==> src/rtl/echo_pkg.sv <==
// Shared types and constants for the three-tap echo playback block.
// Holds the FSM state enum, RAM/tap timing constants and a saturator.
package echo_pkg;

    typedef enum logic [2:0] {
        IDLE,
        WAIT_STROBE,
        TAP0,
        TAP1,
        TAP2,
        EMIT
    } state_t;

    localparam int RAM_LATENCY    = 2;
    localparam int TAP_CYCLES     = RAM_LATENCY + 1;
    localparam int DEF_TAP1_DELAY = 1500;
    localparam int DEF_TAP2_DELAY = 3000;

    function automatic logic signed [7:0] sat8(input logic signed [9:0] x);
        if (x > 10'sd127) begin
            return 8'sh7f;
        end else if (x < -10'sd128) begin
            return 8'sh80;
        end else begin
            return x[7:0];
        end
    endfunction

endpackage

==> src/rtl/echo_mix.sv <==
// Combinational saturating mixer: tap0 + tap1/2 + tap2/4.
// Ports: tap0/tap1/tap2 signed 8-bit taps in, mix signed 8-bit out.
module echo_mix
    import echo_pkg::*;
(
    input  logic signed [7:0] tap0,
    input  logic signed [7:0] tap1,
    input  logic signed [7:0] tap2,
    output logic signed [7:0] mix
);

    logic signed [7:0] half;
    logic signed [7:0] quarter;
    logic signed [9:0] sum;

    // 10 bits cover the full range -224..221 without wrapping.
    always_comb begin
        half    = tap1 >>> 1;
        quarter = tap2 >>> 2;
        sum     = {{2{tap0[7]}}, tap0}
                + {{2{half[7]}}, half}
                + {{2{quarter[7]}}, quarter};
        mix     = sat8(sum);
    end

endmodule

==> src/rtl/echo_player.sv <==
// Plays back an external sample buffer, mixing two delayed echo taps.
// Ports: clk_in/rst_in, strobe/play/loop/length controls, RAM read
// address/data, mixed sample out and busy/done/overrun status.
module echo_player
    import echo_pkg::*;
#(
    parameter int ADDR_W     = 16,
    parameter int TAP1_DELAY = DEF_TAP1_DELAY,
    parameter int TAP2_DELAY = DEF_TAP2_DELAY
) (
    input  logic                     clk_in,
    input  logic                     rst_in,
    input  logic                     audio_valid_in,
    input  logic                     play_in,
    input  logic                     loop_in,
    input  logic        [ADDR_W-1:0] length_in,
    output logic        [ADDR_W-1:0] rd_addr_out,
    input  logic signed [7:0]        rd_data_in,
    output logic signed [7:0]        sample_out,
    output logic                     sample_valid_out,
    output logic                     busy_out,
    output logic                     done_out,
    output logic                     overrun_out
);

    localparam logic [ADDR_W-1:0] D1 = ADDR_W'(TAP1_DELAY);
    localparam logic [ADDR_W-1:0] D2 = ADDR_W'(TAP2_DELAY);
    localparam logic [1:0] LAST_CNT  = 2'(TAP_CYCLES - 1);

    state_t             state;
    logic [ADDR_W-1:0]  pos;
    logic [ADDR_W-1:0]  len;
    logic [1:0]         cnt;
    logic signed [7:0]  tap0_q;
    logic signed [7:0]  tap1_q;
    logic               stop_q;

    logic               en1;
    logic               en2;
    logic               tap_done;
    logic               last;
    logic               in_sample;
    logic signed [7:0]  tap2_w;
    logic signed [7:0]  mix_w;

    // A tap reaching before the buffer start is silent, not wrapped.
    assign en1       = (pos >= D1);
    assign en2       = (pos >= D2);
    assign tap_done  = (cnt == LAST_CNT);
    assign last      = (pos == len - ADDR_W'(1));
    assign in_sample = (state != IDLE) && (state != WAIT_STROBE);
    assign tap2_w    = en2 ? rd_data_in : 8'sd0;

    echo_mix u_mix (
        .tap0 (tap0_q),
        .tap1 (tap1_q),
        .tap2 (tap2_w),
        .mix  (mix_w)
    );

    always_ff @(posedge clk_in or negedge rst_in) begin
        if (!rst_in) begin
            state            <= IDLE;
            pos              <= '0;
            len              <= '0;
            cnt              <= '0;
            tap0_q           <= '0;
            tap1_q           <= '0;
            stop_q           <= 1'b0;
            rd_addr_out      <= '0;
            sample_out       <= '0;
            sample_valid_out <= 1'b0;
            busy_out         <= 1'b0;
            done_out         <= 1'b0;
            overrun_out      <= 1'b0;
        end else begin
            sample_valid_out <= 1'b0;
            done_out         <= 1'b0;
            if (audio_valid_in && in_sample) begin
                overrun_out <= 1'b1;
            end
            // Remember a stop request; the sample in flight still finishes.
            if (!play_in && in_sample) begin
                stop_q <= 1'b1;
            end
            unique case (state)
                IDLE: begin
                    if (play_in && length_in != '0) begin
                        len      <= length_in;
                        pos      <= '0;
                        busy_out <= 1'b1;
                        state    <= WAIT_STROBE;
                    end
                end
                WAIT_STROBE: begin
                    if (!play_in) begin
                        pos      <= '0;
                        busy_out <= 1'b0;
                        state    <= IDLE;
                    end else if (audio_valid_in) begin
                        cnt         <= '0;
                        stop_q      <= 1'b0;
                        rd_addr_out <= pos;
                        state       <= TAP0;
                    end
                end
                TAP0: begin
                    if (tap_done) begin
                        tap0_q      <= rd_data_in;
                        cnt         <= '0;
                        rd_addr_out <= en1 ? pos - D1 : '0;
                        state       <= TAP1;
                    end else begin
                        cnt <= cnt + 2'd1;
                    end
                end
                TAP1: begin
                    if (tap_done) begin
                        tap1_q      <= en1 ? rd_data_in : 8'sd0;
                        cnt         <= '0;
                        rd_addr_out <= en2 ? pos - D2 : '0;
                        state       <= TAP2;
                    end else begin
                        cnt <= cnt + 2'd1;
                    end
                end
                TAP2: begin
                    if (tap_done) begin
                        sample_out       <= mix_w;
                        sample_valid_out <= 1'b1;
                        rd_addr_out      <= '0;
                        state            <= EMIT;
                    end else begin
                        cnt <= cnt + 2'd1;
                    end
                end
                EMIT: begin
                    if (stop_q || !play_in) begin
                        pos      <= '0;
                        busy_out <= 1'b0;
                        state    <= IDLE;
                    end else if (!last) begin
                        pos   <= pos + ADDR_W'(1);
                        state <= WAIT_STROBE;
                    end else if (loop_in) begin
                        pos   <= '0;
                        state <= WAIT_STROBE;
                    end else begin
                        pos      <= '0;
                        done_out <= 1'b1;
                        busy_out <= 1'b0;
                        state    <= IDLE;
                    end
                end
                default: state <= IDLE;
            endcase
        end
    end

endmodule

==> config.mk <==
export PLATFORM = sky130hd
export DESIGN_NAME = echo_player
export DESIGN_NICKNAME = d
export VERILOG_FILES = /design/src/rtl/echo_pkg.sv /design/src/rtl/echo_mix.sv /design/src/rtl/echo_player.sv
export SDC_FILE = /design/constraint.sdc
export NUM_CORES = 1
export LEC_CHECK = 0
export BUFFER_PORTS_ARGS = -buffer_cell sky130_fd_sc_hd__buf_2
export CORE_MARGIN = 1
export CORE_UTILIZATION = 25
export DETAILED_ROUTE_END_ITERATION = 10
export PLACE_DENSITY = 0.4
export SETUP_SLACK_MARGIN = 0.5
export SKIP_LAST_GASP = 1
export SYNTH_ARGS = -nofsm -noshare
export SYNTH_HDL_FRONTEND = slang
export SYNTH_SLANG_ARGS = --single-unit
==> constraint.sdc <==
create_clock -name clk_in -period 9.89 [get_ports clk_in]
set_clock_uncertainty 0.15 [all_clocks]
set_input_delay 1.4835 -clock clk_in [delete_from_list [all_inputs] [get_ports clk_in]]
set_output_delay 1.4835 -clock clk_in [all_outputs]
set_load 0.01 [all_outputs]
== Word level (Yosys, flattened, before mapping) ==
Cells that the tools add are included.

* Register bits: 82
* Bits of input ports: 29
* Output and inout bits: 28

* Add/sub/neg operators: 7
* $lt $le $gt $ge: 4
* Equality and inequality tests: 19
* Muxes and demuxes: 48
* Reduce and logical (&&, ||, !) cells: 22

{| class="wikitable"
|+ Operator list
! cell !! count
|-
| two-way mux 16 bit || 11
|-
| case mux 16 bit (4 select lines) || 1
|-
| case mux 16 bit (3 select lines) || 1
|-
| two-way mux 8 bit || 4
|-
| two-way mux 1 bit || 18
|-
| two-way mux 3 bit || 6
|-
| case mux 3 bit (6 select lines) || 1
|-
| adder 16 x 1 -> 16 bit, second input constant || 1
|-
| == test 16 bit || 1
|-
| greater-or-equal comparator 16 x 11 -> 1 bit, second input constant || 1
|-
| greater-or-equal comparator 16 x 12 -> 1 bit, second input constant || 1
|-
| != test 2 bit, second input constant || 8
|-
| nonzero test 16 bit || 1
|-
| subtractor 16 x 1 -> 16 bit, second input constant || 1
|-
| subtractor 16 x 11 -> 16 bit, second input constant || 1
|-
| subtractor 16 x 12 -> 16 bit, second input constant || 1
|-
| adder 10 bit || 1
|-
| greater-than comparator 10 x 8 -> 1 bit, second input constant || 1
|-
| < comparator 10 x 8 -> 1 bit, second input constant || 1
|-
| AND reduction 5 bit || 2
|-
| adder 8 x 7 -> 9 bit || 1
|-
| != test 3 bit, second input constant || 3
|-
| nonzero test 3 bit || 3
|-
| two-way mux 2 bit || 4
|-
| 18 further kinds || 26
|}

== Longest topological paths before layout ==
Gate-level depths: netlist of the first run.

* Depth after elaboration: 7
* Depth in mapped cells: 17
* Depth with buffers taken out: 17

== Cells and area by module ==
A second synthesis of the first run with hierarchy kept.

* Cells, all modules: 619
* Area, all modules: 5723.0 µm²

{| class="wikitable"
|+ Modules (own cells, without submodules)
! module !! instances !! cells each !! area an instance (µm²) !! sequential area each (µm²)
|-
| echo_player || 1 || 552 || 5113.7 || 2052.0
|-
| echo_mix || 1 || 67 || 609.3 || 0.0
|}

== Worst setup path after synthesis of the first run ==
OpenSTA, ideal clock, no wires.

* Kind: input to register
* Start point: in rd_data_in[2]
* End point: reg sample_out[0]
* Arrival: 3.815 ns
* Slack: 5.825 ns
* Cell stages on the path: 12
* Path buffers: 0
* Cell sequence: nor2b_1 -> ha_1 -> inv_1 -> fa_1 -> nor2b_1 -> o31ai_1 -> a21oi_1 -> inv_1 -> xnor2_1 -> a31oi_1 -> o221a_2 -> a311oi_1

* Cells in the longest elaborated chain, start to end: 5
* Elaborated cells between the ends (all ways): 6

{| class="wikitable"
|+ Ends and longest elaborated chain
! element !! line !! source
|-
| start, declared || echo_player.sv:18 || <nowiki>input logic signed [7:0] rd_data_in,</nowiki>
|-
| two-way mux 8 bit (*) || echo_player.sv:52 || <nowiki>assign tap2_w = en2 ? rd_data_in : 8'sd0;</nowiki>
|-
| adder 10 bit (*) || echo_mix.sv:22 || <nowiki>+ {{2{quarter[7]}}, quarter};</nowiki>
|-
| < comparator 10 x 8 -> 1 bit || echo_pkg.sv:22 || <nowiki>end else if (x < -10'sd128) begin</nowiki>
|-
| two-way mux 8 bit || echo_pkg.sv:22 ||
|-
| two-way mux 8 bit (*) || echo_pkg.sv:20 || <nowiki>if (x > 10'sd127) begin</nowiki>
|-
| end signal, assigned || echo_player.sv:129 || <nowiki>sample_out <= mix_w;</nowiki>
|-
| end, declared || echo_player.sv:19 || <nowiki>output logic signed [7:0] sample_out,</nowiki>
|}

Mark *: on every way between the ends. The rest lies on a longest branch, timed or not.
A chain may end at the register's enable or synchronous reset.

== Final worst setup path of the first run ==
* Start point: reg pos[2]
* End point: reg sample_out[0]

* Cells in the longest elaborated chain, start to end: 6
* Elaborated cells between the ends (all ways): 7

{| class="wikitable"
|+ Ends and longest elaborated chain
! element !! line !! source
|-
| start, declared || echo_player.sv:31 || <nowiki>logic [ADDR_W-1:0] pos;</nowiki>
|-
| start signal, assigned || echo_player.sv:143 || <nowiki>pos <= pos + ADDR_W'(1);</nowiki>
|-
| greater-or-equal comparator 16 x 12 -> 1 bit (*) || echo_player.sv:48 || <nowiki>assign en2 = (pos >= D2);</nowiki>
|-
| two-way mux 8 bit (*) || echo_player.sv:52 ||
|-
| adder 10 bit (*) || echo_mix.sv:22 ||
|-
| < comparator 10 x 8 -> 1 bit || echo_pkg.sv:22 ||
|-
| two-way mux 8 bit || echo_pkg.sv:22 ||
|-
| two-way mux 8 bit (*) || echo_pkg.sv:20 ||
|}

Marked as above.

==> out/qor.txt, run 1 <==
Outcome -> completed
FP Rows -> 54
Worst Setup End Kind -> flip-flop
Setup crit start kind -> flip-flop
# IOs -> 57
Final hold vios -> 0
Worst slack, placed -> 5.15 ns
Final period util -> 48.2%
Combinational fraction of design power -> 41.5%
Sw Share -> 40.0%
Die width -> 153 um
Tot Pwr -> 1.49 mW
Clock network power share -> 23.3%
Clock Tree Root -> clkbuf_16
Highest Clock Rate -> 0.210 GHz
IO Port Bufs -> 56
Predominant post-synthesis flop cell -> dfrtp_1
Setup bufs post-CTS -> 0
Syn Nets -> 710
First DRT Iteration DRCs -> 370
Worst Path Required -> 9.98 ns
Worst Hold Class -> reg -> reg
Yosys reg bits -> 81
CTS Buf Count -> 9
Die H -> 153 um
Worst IR Drop VDD -> 0.0000908 V
Max Buffers Root-to-Sink -> 2
Hpwl dp -> 12.0 mm
Htree depth -> 3
Post-CTS Hold Fix Bufs -> 0
Number of global-route vias before repair -> 4,797
CTS resizes -> 0
Power share of the sequential group -> 35.1%
Layout cells sized above 1 -> 16.6%
Syn Inst Count -> 656
Max cap viols -> 0
TritonCTS clock tree -> yes
Slew HR -> 25.9%
Net Switching -> 596 uW
Arrival time worst endpoint -> 4.86 ns
Syn Area/Cell -> 8.72 um2
CP Class -> reg -> reg
Antenna cell count -> 0
First-pass GRT wire length -> 26.0 mm
Largest net degree at the start of global routing -> 62
Vias per cell -> 5.19
# clock sinks -> 81
Initial core utilization -> 25.8%
P_int -> 894 uW
Final setup violating endpoints -> 0
Routability cong. -> 0.818
Routed WL -> 16.0 mm
Synth unique cells -> 73
Setup total negative slack -> 0 ns
Synth async-reset ratio -> 100%
Via Count -> 5,051
EDFF count, synth -> 0
Final slew viol count -> 0
Tmin final -> 4.76 ns
Core region area -> 0.0222 mm2
Power Density -> 229 mW/mm2
Crit-path max FO -> 10
Post-Syn Area -> 0.00572 mm2
Total GRT Usage -> 13.9%
RSZ-0062 raised after global routing -> false
# DRC -> 0
Clock slew at reported path FFs -> 0.06 ns
Antenna violations before repair -> 0
P&R area growth vs syn -> 13.7%
Post-DRT Antenna Nets -> 0
Sequential-to-total area share from yosys stat -> 35.4%
Drt first pass iters -> 5
Final core occ -> 29.3%
Final-stage net count -> 743
Synth Warn # -> 0
Leak pwr -> 2.77 nW
Worst-Skew Late Latency -> 0.35 ns
Final worst slack -> 5.13 ns
WL/cell -> 16.4 um
Hold_ws -> 0.307 ns
Die area -> 0.0235 mm2
Worst Tran Pin Value -> 1.11 ns
Grt ovf -> 0
[per-stage QoR]
stage	cell area, um2	cells
global route	6500	973
floorplan	5720	656
CTS	6500	973
detailed placement	6210	958
global placement	6210	958
finish	6500	973
[sequential cells by signal, indices dropped and copies added (netlist names)]
| name | count |
|---|---|
| pos | 16 |
| state | 3 |
| tap0_q | 8 |
| cnt | 2 |
| overrun_out | 1 |
| stop_q | 1 |
| done_out | 1 |
| rd_addr_out | 16 |
| busy_out | 1 |
| tap1_q | 7 |
| sample_valid_out | 1 |
| sample_out | 8 |
| len | 16 |
[layer usage]
layer,up-vias,GRT usage (%),routed length (um)
li1,2490,-,-
met1,2398,20.1,8250
met2,145,20.6,6780
met3,18,2.35,689
met4,0,5.39,280
met5,-,0,0
[placed cells by master (no fill, tap or decap), types with 7 or more instances in the layout]
cell type and instances:
nand4_1 7, a21o_1 13, clkbuf_16 9, nor3_1 18
o22ai_1 8, nor2b_1 9, o21ai_0 52, nor3b_1 8
xor2_1 15, a21oi_1 35, ha_1 23, nor2_1 41
dfrtp_1 81, o21ai_1 7, buf_2 55, nand2_1 67
xnor2_1 18, a31oi_1 8, inv_1 30, nor4_1 10
o31ai_1 9, nand3_1 20, mux2_2 25
[layout make-up]
cell class                      instances  area (um2)
Clock buffer                           12         256
Tap cell                              280         350
Timing Repair Buffer                   61         320
Clock inverter                          3        40.0
Fill cell                            2350       15700
Inverter                               31         116
Multi-Input combinational cell        505        3390
Sequential cell                        81        2030
[power by group through the flow]
stage,Combinational [mW],Sequential (mW),Clock (mW)
6_report,0.619,0.523,0.348
5_1_grt,0.694,0.539,0.374
4_1_cts,0.623,0.524,0.362
3_5_place_dp,0.619,0.530,0
3_3_place_gp,0.617,0.528,0
2_1_floorplan,0.484,0.489,0
[worst max-delay path: stages (launching register included)]
cell and delay [ns]:
dfrtp_1 0.49, inv_1 0.19, ha_1 0.17, nand3b_1 0.08
a211oi_1 0.59, nor2_1 0.24, nor2b_1 0.17, ha_1 0.20
inv_1 0.07, fa_1 0.40, nor2b_1 0.16, o31ai_1 0.11
a21oi_1 0.54, inv_1 0.21, xnor2_1 0.20, a31oi_1 0.10
o221a_2 0.34, a311oi_1 0.27
[final timing paths]
check / endpoint / slack [ns] / startpoint / cells past startpoint
setup / recovery: sample_out[0] / 5.13 / pos[2] / 17
hold / removal: sample_out[7] / 0.31 / sample_out[7] / 2
setup reg to reg: sample_out[0] / 5.13 / pos[2] / 17
hold reg to reg: sample_out[7] / 0.31 / sample_out[7] / 2
max in group asynchronous: tap0_q[5] / 7.61 / rst_in / 2
min in group asynchronous: len[4] / 0.87 / rst_in / 1
[logic make-up after synthesis]
| logic type | synth area share, % |
|---|---|
| compound gates | 23.6 |
| xor+xnor | 5.05 |
| fa+ha+maj | 5.73 |
| buf+inv | 5.31 |
| flops | 35.4 |
| mux | 5.62 |
| simple gates | 19.2 |
[cell usage after synthesis, drive strengths merged, types with 3 or more instances]
| cell | number | share of area [%] |
|---|---|---|
| xor2 | 15 | 2.3 |
| a31oi | 8 | 0.87 |
| buf | 11 | 1.4 |
| a22oi | 4 | 0.52 |
| o21a | 5 | 0.66 |
| or3 | 6 | 0.74 |
| mux2 | 25 | 4.9 |
| nand2 | 67 | 4.4 |
| xnor2 | 18 | 2.8 |
| a21oi | 35 | 3.1 |
| a221oi | 3 | 0.46 |
| nor2 | 42 | 2.8 |
| o221ai | 4 | 0.61 |
| nor3b | 8 | 1.0 |
| o2111ai | 5 | 0.77 |
| ha | 23 | 5.0 |
| o211ai | 6 | 0.79 |
| nand3b | 3 | 0.39 |
| a21o | 13 | 1.7 |
| nor2b | 9 | 0.98 |
| o22ai | 8 | 0.87 |
| nand3 | 20 | 1.7 |
| o21ai | 60 | 5.4 |
| dfrtp | 81 | 35 |
| nand4b | 3 | 0.46 |
| nor3 | 19 | 1.9 |
| a311oi | 5 | 0.77 |
| and2 | 3 | 0.33 |
| nand4 | 7 | 0.77 |
| a32oi | 3 | 0.46 |
| mux2i | 4 | 0.70 |
| o31ai | 10 | 1.4 |
| a211o | 4 | 0.61 |
| nor4 | 12 | 1.5 |
| inv | 30 | 2.0 |
| clkbuf | 28 | 1.8 |
| nand2b | 4 | 0.44 |
| a211oi | 7 | 1.0 |
| or4 | 6 | 0.85 |
Note: power is estimated with default switching activity, not from simulation.
==> run 2, diff against run 1 <==
==> constraint.sdc (replaced) <==
create_clock -name clk_in -period 4.7 [get_ports clk_in]
set_clock_uncertainty 0.15 [all_clocks]
set_input_delay 0.705 -clock clk_in [delete_from_list [all_inputs] [get_ports clk_in]]
set_output_delay 0.705 -clock clk_in [all_outputs]
set_load 0.01 [all_outputs]
==> run 2 against run 1 <==
  * Critical path depth decreased by 2
  * Non-clock buffer count increased by 20
  * Final cell count increased by 2.2%
  * Via count increased by 1.3%
  * Largest cell class unchanged
  * Sequential share of layout area decreased by 1.2 points
  * Die area unchanged
==> out/qor.txt, run 2 (synthesized netlist as in run 1, its figures left out) <==
FILL cells -> 2,356 (+0.26%)
CP Class -> reg -> reg
Routability cong. -> 0.848 (+3.7%)
CP Cell Sequence -> or4_1 > a21o_1 > nor2_4 > nor2b_1 > ha_1 > inv_1 > fa_1 > nor2b_2 > o31ai_2 > a21oi_1 > buf_4 > or4_1 > a31oi_1 > a31oi_2 > a311oi_2
Initial core utilization -> 25.8% (unchanged)
Total GRT Usage -> 14.2% (+0.22 points)
First-pass GRT wire length -> 26.5 mm (+1.8%)
Antenna violations before repair -> 0 (unchanged)
# IOs -> 57 (unchanged)
Arrival time worst endpoint -> 4.06 ns (-0.80 ns)
Layout cells sized above 1 -> 20.6% (+4.0 points)
Final setup violating endpoints -> 0 (unchanged)
Final-stage net count -> 763 (+2.7%)
Clock slew at reported path FFs -> 0.07 ns (about the same)
Die H -> 153 um (unchanged)
Slew HR -> 31.1% (+5.2 points)
Worst Setup End Kind -> flip-flop
Post-CTS Hold Fix Bufs -> 0 (unchanged)
Final period util -> 84.3% (+36 points)
RSZ-0062 raised after global routing -> false
# clock sinks -> 81 (unchanged)
Worst-Skew Late Latency -> 0.35 ns (about the same)
FP Rows -> 54 (unchanged)
Htree depth -> 3 (unchanged)
Final slew viol count -> 0 (unchanged)
Final cell count without fillers -> 994 (+2.2%)
First DRT Iteration DRCs -> 255 (-31%)
Highest Clock Rate -> 0.252 GHz (+20%)
Largest net degree at the start of global routing -> 44 (-29%)
Setup crit start kind -> flip-flop
Slowest CP cell -> or4_1
Most frequent cells in the layout -> dfrtp_1, nand2_1, buf_2
Clock Tree Root -> clkbuf_16
Register Area -> 0.00203 mm2 (+0.19%)
Cell repeated most along the worst path -> or4_1
IO Port Bufs -> 56 (unchanged)
Routed WL -> 16.3 mm (+2.2%)
Grt ovf -> 0 (unchanged)
Die area -> 0.0235 mm2 (unchanged)
Vias per cell -> 5.15 (-0.79%)
Hold_ws -> 0.202 ns (-0.104 ns)
Delay of the slowest critical-path stage -> 0.53 ns (-0.06 ns)
Max cap viols -> 0 (unchanged)
Drt first pass iters -> 5 (unchanged)
Core region area -> 0.0222 mm2 (unchanged)
Via Count -> 5,119 (+1.3%)
TritonCTS clock tree -> yes
Hpwl dp -> 12.1 mm (+0.84%)
Crit-path max FO -> 10 (unchanged)
Setup total negative slack -> 0 ns (unchanged)
Worst IR Drop VDD -> 0.000219 V (+140%)
Power Density -> 486 mW/mm2 (+110%)
CTS Buf Count -> 9 (unchanged)
P&R area growth vs syn -> 18.3%
Worst Hold Class -> in -> async
Die width -> 153 um (unchanged)
Final hold vios -> 0 (unchanged)
Leak pwr -> 2.90 nW (+4.7%)
Number of global-route vias before repair -> 4,855 (+1.2%)
Antenna cell count -> 0 (unchanged)
Regs by FF count -> len (16), pos (16), rd_addr_out (16)
Worst Tran Pin Value -> 1.03 ns (-0.0792 ns)
Tot Pwr -> 3.29 mW (+120%)
WL/cell -> 16.4 um (about the same)
Tmin final -> 3.96 ns (-0.804 ns)
Outcome -> completed
Most common cell after layout, fill and taps aside -> dfrtp_1
Post-DRT Antenna Nets -> 0 (unchanged)
Worst Path Required -> 4.80 ns (-5.18 ns)
Dpl cells -> 970 (+1.3%)
Multi-input logic area -> 0.00344 mm2 (+1.4%)
Max Buffers Root-to-Sink -> 2 (unchanged)
# DRC -> 0 (unchanged)
run 2: cell types whose count changed in the layout (fill, tap and decap cells not counted), moves of 2 or more:
cell | before | now
buf_4 | 6 | 26
clkbuf_8 | 2 | 0
a311oi_1 | 5 | 3
bufinv_16 | 1 | 4
a311oi_2 | 0 | 2
dfrtp_2 | 0 | 3
dfrtp_1 | 81 | 78
run 2: final cells by class:
cell class              instances  share of cell area, %
multi-input cells             505                   50.8
flip-flops and latches         81                   30.0
repair buffers                 81                   6.95
well taps                     280                   5.17
clock buffers                  10                   3.38
clock inverters                 6                   1.92
inverters                      31                   1.77
run 2: path summary, 6_finish.rpt:
path | slack (ns) | start | endpoint | cells past startpoint
max | 0.74 | pos[14] | sample_out[1] | 15
min | 0.20 | rst_in | len[3] | 1
max reg2reg | 0.74 | pos[14] | sample_out[1] | 15
min reg2reg | 0.32 | rd_addr_out[12] | rd_addr_out[12] | 2
max in group asynchronous | 3.21 | rst_in | pos[14] | 2
min in group clk_in | 0.32 | rd_addr_out[12] | rd_addr_out[12] | 2
run 2: layer usage:
layer | GRT usage, % | share of wire (%) | up-vias
met4 | 4.38 | 1.5 | 0
li1 | - | - | 2521
met2 | 20.9 | 42 | 129
met1 | 20.5 | 52 | 2450
met5 | 0 | 0 | -
met3 | 2.84 | 4.0 | 19
run 2: what timing repair did:
item,4_1_cts,5_1_grt
pin swaps,0,2
buffers inserted,0,8
setup endpoints to repair,6,7
gates resized for setup,4,11
run 2: report_power, final:
part / switching (mW) / internal, mW / total (mW) / leakage, nW
Combinational: 0.728 / 0.583 / 1.31 / 1.68
Sequential: 0.224 / 0.872 / 1.10 / 1.04
Clock: 0.311 / 0.572 / 0.883 / 0.176
Total: 1.26 / 2.03 / 3.29 / 2.90
run 2: critical path, delay by kind of cell (launching register included):
| kind | cells | cell delay, ns |
|---|---|---|
| AO/OA/AOI/OAI | 6 | 1.19 |
| adder cells (fa/ha/maj) | 2 | 0.44 |
| buffers and inverters | 2 | 0.25 |
| flip-flops | 1 | 0.49 |
| AND/OR/NAND/NOR | 5 | 1.34 |
run 2: per-stage QoR:
step	worst slack [ns]	utilization (%)	area [um2]
final	0.739	30.5	6770
after global routing	0.525	30.5	6770
after CTS	0.528	30.1	6670
after detailed placement	0.280	28.4	6300
after global placement	0.401	28.4	6300
after floorplan	0.684	-	5720
==> run 3, diff against run 2 <==
--- a/config.mk
+++ b/config.mk
@@ -5,6 +5,7 @@
 export SDC_FILE = /design/constraint.sdc
 export NUM_CORES = 1
 export LEC_CHECK = 0
+export ABC_AREA = 1
 export BUFFER_PORTS_ARGS = -buffer_cell sky130_fd_sc_hd__buf_2
 export CORE_MARGIN = 1
 export CORE_UTILIZATION = 25
==> constraint.sdc (replaced) <==
create_clock -name clk_in -period 4 [get_ports clk_in]
set_clock_uncertainty 0.15 [all_clocks]
set_input_delay 0.6 -clock clk_in [delete_from_list [all_inputs] [get_ports clk_in]]
set_output_delay 0.6 -clock clk_in [all_outputs]
set_load 0.01 [all_outputs]
==> run 3 against run 2 <==
  * Via count decreased by 0.63%
  * Wire length decreased by 0.47%
  * Maximum frequency increased by 25%
  * Worst hold slack got worse by 0.13 ns
  * Synthesized cell count increased by 20%
  * Clock power increased by 2.5%
  * Global-route usage decreased by 0.19 points
  * Combinational power increased by 100%
  * Design area increased by 3.9%
  * Count of clock-buffer cells in the layout increased by 2
  * Non-clock buffer count decreased by 15
  * Largest power group unchanged
==> out/qor.txt, run 3 <==
DP Area -> 0.00669 mm2 (+6.2%)
Final period util -> 79.4% (-4.9 points)
Arrival time worst endpoint -> 3.25 ns (-0.81 ns)
Synth unique cells -> 52 (-29%)
Post-DRT Antenna Nets -> 0 (unchanged)
Max cap viols -> 0 (unchanged)
Most frequent cell after synthesis -> nand2_1
IO Port Bufs -> 56 (unchanged)
Most frequent cells after synthesis -> nand2_1, inv_1, dfrtp_1
Crit-path max FO -> 7 (-3)
Clock slew at reported path FFs -> 0.06 ns (about the same)
Antenna violations before repair -> 0 (unchanged)
Worst Setup End Kind -> flip-flop
Setup total negative slack -> 0 ns (unchanged)
# clock sinks -> 81 (unchanged)
Worst R2R End -> sample_out[3]
Worst Tran Pin Value -> 0.920 ns (-0.109 ns)
Outcome -> completed
Hpwl dp -> 12.9 mm (+6.2%)
Predominant post-synthesis flop cell -> dfrtp_1
# IOs -> 57 (unchanged)
Syn Nets -> 838 (+18%)
Initial core utilization -> 25.7% (-0.11 points)
Tot Pwr -> 4.86 mW (+48%)
Reg2Reg Depth -> 20 (+5)
Syn Area/Cell -> 7.77 um2 (-11%)
Regs by FF count -> len (16), pos (16), rd_addr_out (16)
Worst-Skew Late Latency -> 0.34 ns (about the same)
Syn Inst Count -> 784 (+20%)
Worst IR Drop VDD -> 0.000226 V (+3.3%)
Worst Path Required -> 4.08 ns (-0.72 ns)
Layout cells sized above 1 -> 20.7% (+0.077 points)
Sw Share -> 46.0% (+7.7 points)
Largest net degree at the start of global routing -> 37 (-16%)
Routed WL -> 16.3 mm (-0.47%)
Final slew viol count -> 0 (unchanged)
FP Rows -> 56 (+3.7%)
First DRT Iteration DRCs -> 183 (-28%)
Yosys reg bits -> 81 (unchanged)
Most common cell after layout, fill and taps aside -> nand2_1
Reg-to-reg critical path startpoint -> pos[8]
Synth async-reset ratio -> 100% (unchanged)
Final cell count without fillers -> 1,161 (+17%)
Via Count -> 5,087 (-0.63%)
RSZ-0062 raised after global routing -> false
Grt ovf -> 0 (unchanged)
Final hold vios -> 0 (unchanged)
Post-CTS Hold Fix Bufs -> 0 (unchanged)
Tmin final -> 3.18 ns (-0.785 ns)
Drt first pass iters -> 4 (-1)
Leak pwr -> 3.44 nW (+19%)
Antenna cell count -> 0 (unchanged)
Htree depth -> 3 (unchanged)
CTS Buf Count -> 9 (unchanged)
Hold_ws -> 0.0720 ns (-0.130 ns)
Dominant cells by area after synthesis -> dfrtp_1, nand2_1, inv_1, xor2_1, nand3_1
Post-Syn Area -> 0.00609 mm2 (+6.4%)
Most frequent cells in the layout -> nand2_1, inv_1, dfrtp_1
Final setup violating endpoints -> 0 (unchanged)
Dpl cells -> 1,144 (+18%)
Die area -> 0.0250 mm2 (+6.3%)
Routability cong. -> 0.823 (-2.9%)
WL/cell -> 14.0 um (-15%)
Worst Hold Class -> in -> async
First-pass GRT wire length -> 27.0 mm (+2.1%)
Power share of the sequential group -> 26.3% (-7.0 points)
Synth Warn # -> 0 (unchanged)
CP startpoint -> pos[8]
Highest Clock Rate -> 0.315 GHz (+25%)
Net Switching -> 2.24 mW (+77%)
Slew HR -> 38.5% (+7.4 points)
Clock network power share -> 18.6% (-8.2 points)
Clock Tree Root -> clkbuf_16
Sequential-to-total area share from yosys stat -> 33.3% (-2.1 points)
Final-stage net count -> 892 (+17%)
EDFF count, synth -> 0 (unchanged)
P&R area growth vs syn -> 15.5%
Power Density -> 691 mW/mm2 (+42%)
Die H -> 158 um (+3.1%)
Core region area -> 0.0237 mm2 (+6.9%)
Total GRT Usage -> 14.0% (-0.19 points)
Number of global-route vias before repair -> 5,109 (+5.2%)
Worst R2R Setup Slack -> 0.82 ns (+0.09 ns)
Post-Layout Inst Area -> 0.00703 mm2 (+3.9%)
Setup crit start kind -> flip-flop
Vias per cell -> 4.38 (-15%)
Synth top area share -> 33.3% (-2.1 points)
Max Buffers Root-to-Sink -> 2 (unchanged)
Combinational fraction of design power -> 55.1% (+15 points)
Largest area contributor in the netlist -> dfrtp_1
Die width -> 158 um (+3.1%)
P_int -> 2.62 mW (+29%)
TritonCTS clock tree -> yes
# DRC -> 0 (unchanged)
CP Class -> reg -> reg
[run 3: cell count changes after synthesis, sizes merged, moves of 9 or more]
cell and delta:
inv +85, nor2b -9, nand4 +12, xor2 +33
nand3 +43, clkbuf -23, o31ai -10, nand2 +96
nor2 +26, a21o -11, o21ai -13
[run 3: layout make-up]
type | instances | area (um2)
clock buffers | 12 | 246
inverters | 115 | 437
well taps | 319 | 399
multi-input cells | 565 | 3500
fillers | 2669 | 16600
flip-flops and latches | 81 | 2030
clock inverters | 3 | 65.1
repair buffers | 66 | 358
[run 3: power groups by stage]
| stage | Sequential, mW | Clock (mW) | Combinational [mW] |
|---|---|---|---|
| after floorplan | 1.27 | 0 | 2.06 |
| after global placement | 1.30 | 0 | 2.74 |
| after detailed placement | 1.29 | 0 | 2.71 |
| after CTS | 1.28 | 0.942 | 2.72 |
| after global routing | 1.32 | 0.974 | 3.08 |
| final | 1.28 | 0.905 | 2.67 |
[run 3: stage by stage]
stage	setup WS, ns	utilization (%)
after floorplan	0.843	-
after global placement	0.467	28.2
after detailed placement	0.393	28.2
after CTS	0.523	29.6
after global routing	0.502	29.7
final	0.824	29.7
[run 3: how the worst max path moves through the flow]
stage                    end  slack (ns)  depth (start not counted)
3_5_place_dp   sample_out[3]        0.39                         22
5_1_grt        sample_out[0]        0.50                         23
3_3_place_gp   sample_out[6]        0.47                         22
6_report       sample_out[3]        0.82                         20
4_1_cts        sample_out[3]        0.52                         22
2_1_floorplan  sample_out[0]        0.84                         22
[run 3: cell families (layout without fill, tap and decap cells)]
| family | count (synthesis) | in the layout | share of synthesized area, % |
|---|---|---|---|
| buffers and inverters | 138 | 196 | 9.66 |
| xor gates and xnor gates | 59 | 59 | 8.61 |
| and+or+nand+nor | 344 | 344 | 27.3 |
| adders and majority gates | 25 | 25 | 5.38 |
| DFF | 81 | 81 | 33.3 |
| muxes | 17 | 17 | 3.14 |
| AOI/OAI and AO/OA | 120 | 120 | 12.6 |
[run 3: timing repair]
| action | CTS | global route |
|---|---|---|
| setup buffers | 0 | 2 |
| endpoints found under the setup margin | 7 | 7 |
| gates resized for setup | 3 | 8 |
| pin swaps | 0 | 4 |
[run 3: layer usage]
metal	track usage (%)	routed length, um	vias up
met1	20.7	9020	2321
li1	-	-	2689
met4	3.21	142	0
met3	2.35	476	8
met2	20.8	6630	69
met5	0	0	-
[run 3: worst max-delay path, cell delays in order (launching register included)]
cell	delay (ns)
dfrtp_1	0.53
nand2_2	0.14
inv_1	0.16
nand4_1	0.17
nand3_4	0.17
nand2_1	0.06
inv_1	0.05
ha_1	0.15
inv_1	0.07
fa_2	0.36
o21ai_2	0.16
a21o_1	0.13
nand2_1	0.05
nand2_1	0.07
nand3_1	0.10
o21ai_1	0.13
nand2_1	0.09
nand2_1	0.08
nand2_2	0.06
nand2_4	0.13
a21oi_2	0.07
